[src/rtl/regfile_bypass_sb.sv]
// regfile_bypass_sb
//   Multi-port register file with write-to-read bypass and a pending-write
//   scoreboard. Decode reserves a destination at issue (rsv_*), writeback
//   clears the reservation (write_*), and each read port reports whether its
//   operand is usable this cycle so hazard logic can stall.
//
// Ports
//   clk         clock
//   rst         asynchronous active-low reset
//   read_sel    NUM_READ packed selects, port i at [i*SEL_W +: SEL_W]
//   read_data   NUM_READ packed data words, port i at [i*DATA_WIDTH +: DATA_WIDTH]
//   read_ready  per-port operand valid this cycle
//   write_sel   write register select
//   write_data  write data
//   write_en    write strobe (also clears the pending bit of write_sel)
//   rsv_sel     register to reserve
//   rsv_en      reservation request
//   rsv_ack     reservation granted this cycle (combinational)
//   pend_cnt    number of registers currently pending
//   err         sticky protocol error (write to a non-pending register, SB_STRICT=1)
//
// Build option
//   RF_ZERO_REG_EN  when defined, r0 is hardwired to zero: reads 0 and ready,
//                   writes dropped without error, reservations acked but not
//                   tracked.

module regfile_bypass_sb #(
    parameter int DATA_WIDTH = 16,
    parameter int NUM_REGS   = 8,
    parameter int NUM_READ   = 2,
    parameter int SB_STRICT  = 1,
    localparam int SEL_W     = $clog2(NUM_REGS)
) (
    input  logic                           clk,
    input  logic                           rst,
    input  logic [NUM_READ*SEL_W-1:0]      read_sel,
    output logic [NUM_READ*DATA_WIDTH-1:0] read_data,
    output logic [NUM_READ-1:0]            read_ready,
    input  logic [SEL_W-1:0]               write_sel,
    input  logic [DATA_WIDTH-1:0]          write_data,
    input  logic                           write_en,
    input  logic [SEL_W-1:0]               rsv_sel,
    input  logic                           rsv_en,
    output logic                           rsv_ack,
    output logic [SEL_W:0]                 pend_cnt,
    output logic                           err
);

`ifdef RF_ZERO_REG_EN
    localparam bit ZERO_EN = 1'b1;
`else
    localparam bit ZERO_EN = 1'b0;
`endif

    logic [DATA_WIDTH-1:0] regs_q [NUM_REGS];
    logic [DATA_WIDTH-1:0] regs_d [NUM_REGS];
    logic [NUM_REGS-1:0]   pending_q, pending_d;
    logic [SEL_W:0]        pend_cnt_q, pend_cnt_d;
    logic                  err_q, err_d;

    logic wr_eff;     // write that actually lands in storage
    logic wr_clr;     // write retires a pending reservation
    logic rsv_set;    // grant that creates a tracked reservation
    logic cnt_inc;
    logic cnt_dec;

    // Read ports: hardwired r0 first, then bypass of the in-flight write,
    // then storage.
    always_comb begin
        read_data  = '0;
        read_ready = '0;
        for (int unsigned i = 0; i < NUM_READ; i++) begin
            logic [SEL_W-1:0] sel;
            sel = read_sel[i*SEL_W +: SEL_W];
            if (ZERO_EN && sel == '0) begin
                read_data[i*DATA_WIDTH +: DATA_WIDTH] = '0;
                read_ready[i]                         = 1'b1;
            end else if (write_en && write_sel == sel) begin
                read_data[i*DATA_WIDTH +: DATA_WIDTH] = write_data;
                read_ready[i]                         = 1'b1;
            end else begin
                read_data[i*DATA_WIDTH +: DATA_WIDTH] = regs_q[sel];
                read_ready[i]                         = !pending_q[sel];
            end
        end
    end

    // r0 is never marked pending when hardwired, so the grant rule needs no
    // special case for it.
    assign rsv_ack = rsv_en && (!pending_q[rsv_sel] || (write_en && write_sel == rsv_sel));

    always_comb begin
        regs_d     = regs_q;
        pending_d  = pending_q;
        pend_cnt_d = pend_cnt_q;
        err_d      = err_q;

        wr_eff  = write_en && !(ZERO_EN && write_sel == '0);
        wr_clr  = wr_eff && pending_q[write_sel];
        rsv_set = rsv_ack && !(ZERO_EN && rsv_sel == '0);

        // A set on an already-pending register only happens when the same
        // register is being written, so set and clear cancel there.
        cnt_inc = rsv_set && !pending_q[rsv_sel];
        cnt_dec = wr_clr && !(rsv_set && rsv_sel == write_sel);

        if (wr_eff) begin
            regs_d[write_sel] = write_data;
        end
        // Clear before set: a write and a new reservation on the same
        // register leave it pending for the new producer.
        if (wr_clr) begin
            pending_d[write_sel] = 1'b0;
        end
        if (rsv_set) begin
            pending_d[rsv_sel] = 1'b1;
        end
        pend_cnt_d = pend_cnt_q + (SEL_W+1)'(cnt_inc) - (SEL_W+1)'(cnt_dec);

        if ((SB_STRICT != 0) && wr_eff && !pending_q[write_sel]
            && !(rsv_ack && rsv_sel == write_sel)) begin
            err_d = 1'b1;
        end
    end

    always_ff @(posedge clk or negedge rst) begin
        if (!rst) begin
            regs_q     <= '{default: '0};
            pending_q  <= '0;
            pend_cnt_q <= '0;
            err_q      <= 1'b0;
        end else begin
            regs_q     <= regs_d;
            pending_q  <= pending_d;
            pend_cnt_q <= pend_cnt_d;
            err_q      <= err_d;
        end
    end

    assign pend_cnt = pend_cnt_q;
    assign err      = err_q;

endmodule

[config.mk]
export PLATFORM = sky130hd
export DESIGN_NAME = regfile_bypass_sb
export DESIGN_NICKNAME = d
export VERILOG_FILES = /design/src/rtl/regfile_bypass_sb.sv
export SDC_FILE = /design/constraint.sdc
export NUM_CORES = 1
export LEC_CHECK = 0
export ABC_AREA = 1
export BUFFER_PORTS_ARGS = -buffer_cell sky130_fd_sc_hd__buf_2
export CORE_UTILIZATION = 47
export DETAILED_ROUTE_END_ITERATION = 10
export PLACE_DENSITY = 0.66
export SLEW_MARGIN = 25
export SYNTH_ARGS = -nofsm -noshare
export SYNTH_HDL_FRONTEND = slang
export SYNTH_SLANG_ARGS = --single-unit
[constraint.sdc]
create_clock -name clk -period 2.7 [get_ports clk]
set_input_delay 0.135 -clock clk [delete_from_list [all_inputs] [get_ports clk]]
set_output_delay 0.135 -clock clk [all_outputs]
set_load 0.1 [all_outputs]
# [Word level (Yosys, flattened, before mapping)]
# Index checks and enable logic that the tools add are counted.
[op_classes] n_addsub=2 multipliers=0 div=0 magnitude_cmp=10 eq_ne=4 shifts=0 muxes=27 n_bitwise=6 reduce_logical=19
[op_table] op="128-bit bitwise mux" n=1
[op_table] op="16-bit 2-to-1 mux" n=7
[op_table] op="16-bit binary-select mux with 3-bit select" n=2
[op_table] op="16-bit demux with 3-bit select" n=1
[op_table] op="3-bit by 4-bit < comparator with 1-bit output (second input constant)" n=4
[op_table] op="8-bit 2-to-1 mux" n=2
[op_table] op="1-bit logical AND" n=13
[op_table] op="1-bit binary-select mux with 3-bit select" n=4
[op_table] op="3-bit == test" n=4
[op_table] op="4-bit greater-or-equal comparator (second input constant)" n=3
[op_table] op="3-bit inverter with 4-bit output" n=3
[op_table] op="8-bit AND" n=1
[op_table] op="1-bit 2-to-1 mux" n=8
[op_table] op="8-bit inverter" n=1
[op_table] op="8-bit OR" n=1
[op_table] op="1-bit demux with 3-bit select" n=2
[op_table] op="3-bit by 1-bit greater-or-equal comparator with 1-bit output (second input constant)" n=2
[op_table] op="1-bit zero test" n=5
[op_table] op="4-bit by 1-bit adder with 4-bit output" n=1
[op_table] op="4-bit by 1-bit < comparator with 1-bit output (second input constant)" n=1
[op_table] op="4-bit by 1-bit subtractor with 4-bit output" n=1
[op_table] op="1-bit logical OR" n=1
[word_totals] reg_bits=141 latchBits=0 ram_bits=0 rom_bits=0 inputBits=32 out_inout_bits=40 wordCells=79 mem_count=0

# [Longest topological paths before layout]
[depth] word_depth=9 depth_mapped=13 mapped_depth_nobuf=12

# [Worst setup path before layout]
# Ideal clock, no wire load.
[synth_path] kind="input -> output" from="input read_sel[5]" to="output read_data[20]" arrival_ns=2.927 required_ns=2.565 path_slack_ns=-0.362 stages=7 path_buffers=2 cell_sequence="buf_2 inv_2 o22ai_1 nor2_1 nand2_2 buf_6 o21ai_0"
[synth_between] elab_chain_cells=5 elab_cells_between_ends=7 classes_between="eq/ne: 1; mux: 4; bitwise: 1; reduce/logical: 1"
[synth_rtl] item="from (decl)" line_no="36" source="input logic [NUM_READ*SEL_W-1:0] read_sel,"
[synth_rtl] item="3-bit inverter with 4-bit output (implied by the code)" line_no="82" source="read_data[i*DATA_WIDTH +: DATA_WIDTH] = regs_q[sel];"
[synth_rtl] item="16-bit binary-select mux with 3-bit select" line_no="82"
[synth_rtl] item="16-bit 2-to-1 mux (implied by the code) (2 in series)" line_no="82"
[synth_rtl] item="16-bit 2-to-1 mux *" line_no="78" source="end else if (write_en && write_sel == sel) begin"
[synth_rtl] item="to (decl)" line_no="37" source="output logic [NUM_READ*DATA_WIDTH-1:0] read_data,"
# Mark *: on every way between the ends. The rest lies on a longest branch, timed or not. The select of a mux whose other input is x is not followed.

# [Final worst setup path]
[layout_path] from="register pending_q[7]" to="register pend_cnt_q[2] (netlist: pend_cnt[2])"
[layout_between] elab_chain_cells=9 elab_cells_between_ends=14 classes_between="add/sub: 2; mux: 4; reduce/logical: 8"
[layout_rtl] item="from (decl)" line_no="57" source="logic [NUM_REGS-1:0] pending_q, pending_d;"
[layout_rtl] item="from (signal assigned)" line_no="134" source="pending_q <= pending_d;"
[layout_rtl] item="branches (longest 8 deep; another with 4-bit by 1-bit adder with 4-bit output)"
[layout_rtl] item="4-bit by 1-bit subtractor with 4-bit output *" line_no="118" source="pend_cnt_d = pend_cnt_q + (SEL_W+1)'(cnt_inc) - (SEL_W+1)'(cnt_dec);"
[layout_rtl] item="via pend_cnt_d[2]" line_no="58" source="logic [SEL_W:0] pend_cnt_q, pend_cnt_d;"
[layout_rtl] item="to (signal assigned)" line_no="135" source="pend_cnt_q <= pend_cnt_d;"
[layout_rtl] item="to (decl)" line_no="58"
# Mark *: on every way through the listed nets, which the timed path passes. The select of a mux whose other input is x is not followed.
# A chain may end at the register's enable or synchronous reset.

==> results by group <==
Outcome
  – Status: finished, final reports clean

Hold path
  – Worst Hold Class: in2reg

Place
  – Placed cell area: 0.00922 mm2
  – Pre-CTS setup slack: 472 ps
  – Post-DP HPWL: 15200 um
  – Gpl congestion: 0.852
  – Port Buffers: 71

Worst setup path
  – Crit-path leading delay family: adder cells
  – Crit path max fanout: 5
  – Setup CP Type: reg2reg
  – Worst Setup End Kind: flip-flop
  – Worst EP required: 3010 ps
  – Crit-path cells: inv_1 > nand2_1 > nand3b_1 > nand4_1 > inv_1 > nor2_1 > ha_1 > inv_1 > ha_1 > fa_1 > xor2_1
  – Startpoint types: flip-flop
  – Critical path data arrival time: 2430 ps
  – Slowest cell on crit path: dfrtp_1
  – Crit-path most repeated cell: inv_1
  – CP max stage delay: 450 ps
  – CP Buf/Inv Count: 3

Power and ir drop
  – Peak VDD IR: 0.826 mV
  – P_leak: 4.56 nW
  – Power Density: 822 mW/mm2

Layout
  – N_diodes: 0
  – Share of cells above drive strength 1: 13.1%
  – Area delta synth->final: 19.3%
  – Fillcell total: 1665
  – Final nets: 1207
  – Post-route cell area: 0.00999 mm2

Floorplan
  – Chip width: 135 um
  – Starting density of the core: 48.2%
  – Core Footprint: 0.0174 mm2
  – Die area: 0.0184 mm2
  – Die Y: 135 um
  – # IOs: 72
  – Cell Rows: 48

GRT
  – First-pass GRT wire length: 39400 um
  – GRT busiest layer: met2
  – Initial antenna violation count: 0
  – All-Layer GR Usage: 28.1%
  – Final global-route overflow total: 0
  – Number of global-route vias before repair: 7450
  – GRT met2 Usage: 46.4%
  – Largest net degree at the start of global routing: 127
  – GRT met3 Usage: 5.35%
  – Met1 Usage GRT: 37.2%

Clock network
  – H-tree Lvls: 4
  – Post-CTS Resized: 0
  – CTS Sinks: 141
  – Worst-Skew Late Latency: 420 ps
  – Root Driver: clkbuf_16
  – CTS tree: yes
  – Reg clk slew, reported paths: 60 ps
  – Clock Path Buffers: 2
  – Cts bufs inserted: 17

Logic synthesis
  – Syn Nets: 1166
  – Adder-cell share of the synthesized area: 0.837%
  – Synth Cell Area: 0.00837 mm2
  – Mux share of post-synthesis cell area: 0%
  – Synth Area in XOR/XNOR: 0.418%
  – Gate count after technology mapping: 1129
  – Largest family of logic cells by synthesized area: compound AO/OA/AOI/OAI gates
  – Complex-gate fraction of the synthesized area: 25.2%
  – Synth area leaders: dfrtp_1, nand2_1, o21ai_0
  – Post-synthesis cell type count: 32
  – Sequential fraction of the synthesis area: 42.1%
  – Dominant cell by count in the synthesized netlist: nand2_1
  – Synth Area in Simple Gates: 20.7%
  – Ys flop type: dfrtp_1
  – Post-synth top area share: 42.1%
  – Largest area contributor in the netlist: dfrtp_1
  – EDFF count, synth: 0
  – Post-synth top cells: nand2_1, o21ai_0, dfrtp_1
  – Ys Warns: 0
  – Post-synth ARST share: 100%
  – Yosys reg bits: 141
  – Syn Area/Cell: 7.42 um2

Timing
  – Least-Margin Pin Slew: 856 ps
  – Post-layout min period: 2130 ps
  – Final slew viol count: 0
  – Final setup fails: 0
  – Slew headroom: 43.0%
  – Fin Clk Skew: 2.15 ps
  – Worst setup margin: 574 ps
  – Final hold violation count: 0
  – RSZ-0062 raised after global routing: false
  – Part of the cycle the worst path needs: 78.7%
  – Fmax: 470 MHz

Detailed routing
  – ANT nets after route: 0
  – DR iter-0 viols: 711
  – Drc violations: 0
  – Final wirelength: 24600 um
  – WL/cell: 17.5 um
  – Vias/cell: 5.72
  – DR vias: 8059
  – Drt first pass iters: 5

Run
  – MaxCap Viol Count: 0
-- final timing paths --
kind | slack [ps] | depth (start not counted) | start | endpoint
worst min-delay path | 10 | 3 | write_data[9] | regs_q[9]$_DFFE_PN0P_
max in group asynchronous | 1530 | 3 | rst | regs_q[116]$_DFFE_PN0P_
worst max register to register | 570 | 11 | pending_q[7]$_DFF_PN0_ | pend_cnt[2]$_DFF_PN0_
worst min register to register | 470 | 1 | err$_DFFE_PN0P_ | err$_DFFE_PN0P_
min in group asynchronous | 360 | 2 | rst | regs_q[3]$_DFFE_PN0P_
worst max-delay path | 570 | 11 | pending_q[7]$_DFF_PN0_ | pend_cnt[2]$_DFF_PN0_
-- per-layer routing --
| metal | wire [um] | up-vias |
|---|---|---|
| met4 | 624 | 0 |
| met5 | 0 | - |
| met2 | 11700 | 342 |
| met3 | 1540 | 57 |
| met1 | 10700 | 3761 |
| li1 | - | 3899 |
-- tightest hold or removal path: stages --
cell     delay, ps
buf_2          140
nand2_1         60
o21ai_0         60
-- through the flow --
step                      cells  util (%)  power, mW  setup TNS [ps]  hold slack, ps
after detailed placement   1362      53.1       5.72               0             282
final                      1408      57.5       8.21               0            10.5
after CTS                  1408      57.5       8.24               0           0.132
after global placement     1362      53.1       5.66               0             277
after floorplan            1129         -       4.86           -3260            -161
after global routing       1408      57.5       8.63               0            4.30
-- cell families after synthesis --
logic type      Yosys count
simple gates            402
compound gates          381
buf+inv                 196
flops                   141
fa+ha+maj                 5
xor+xnor                  4
-- placed cells by master, fill, tap and decap left out, types with 3 or more instances in the layout --
| master | n |
|---|---|
| nand2_1 | 245 |
| nand2_2 | 5 |
| dlygate4sd3_1 | 14 |
| buf_2 | 35 |
| dfrtp_1 | 141 |
| buf_12 | 35 |
| nand3_1 | 108 |
| o21ai_2 | 7 |
| nand4_1 | 6 |
| nor2_2 | 4 |
| clkbuf_16 | 17 |
| bufinv_16 | 4 |
| o21ai_0 | 158 |
| buf_4 | 20 |
| a21oi_1 | 71 |
| ha_1 | 4 |
| nor2_4 | 5 |
| o21ai_1 | 74 |
| inv_2 | 12 |
| clkbuf_1 | 3 |
| nor3_1 | 6 |
| clkinv_2 | 3 |
| o211ai_1 | 64 |
| inv_1 | 100 |
| nor2_1 | 22 |
| o22ai_1 | 3 |
-- sequential cells by signal, summed over array words and instances, names as in the netlist --
register / count
err: 1
pend_cnt: 4
pending_q: 8
regs_q: 128
-- power by group --
group	switching [mW]	internal (mW)
clock network	0.905	1.59
registers	0.276	2.57
logic	1.96	0.901
total	3.14	5.07
-- area by class of cell --
class                   instances  area (um2)  share of cell area [%]
well taps                     225         282                    2.82
clock buffers                  22         464                    4.65
multi-input cells             792        3950                    39.5
inverters                     113         425                    4.26
flip-flops and latches        141        3530                    35.3
clock inverters                10         163                    1.63
repair buffers                105        1180                    11.8
-- timing repair --
item,CTS,global route
hold buffers,14,0
hold endpoints to repair,133,0
buffers inserted,0,0
Power figures use the tool's default switching activity.
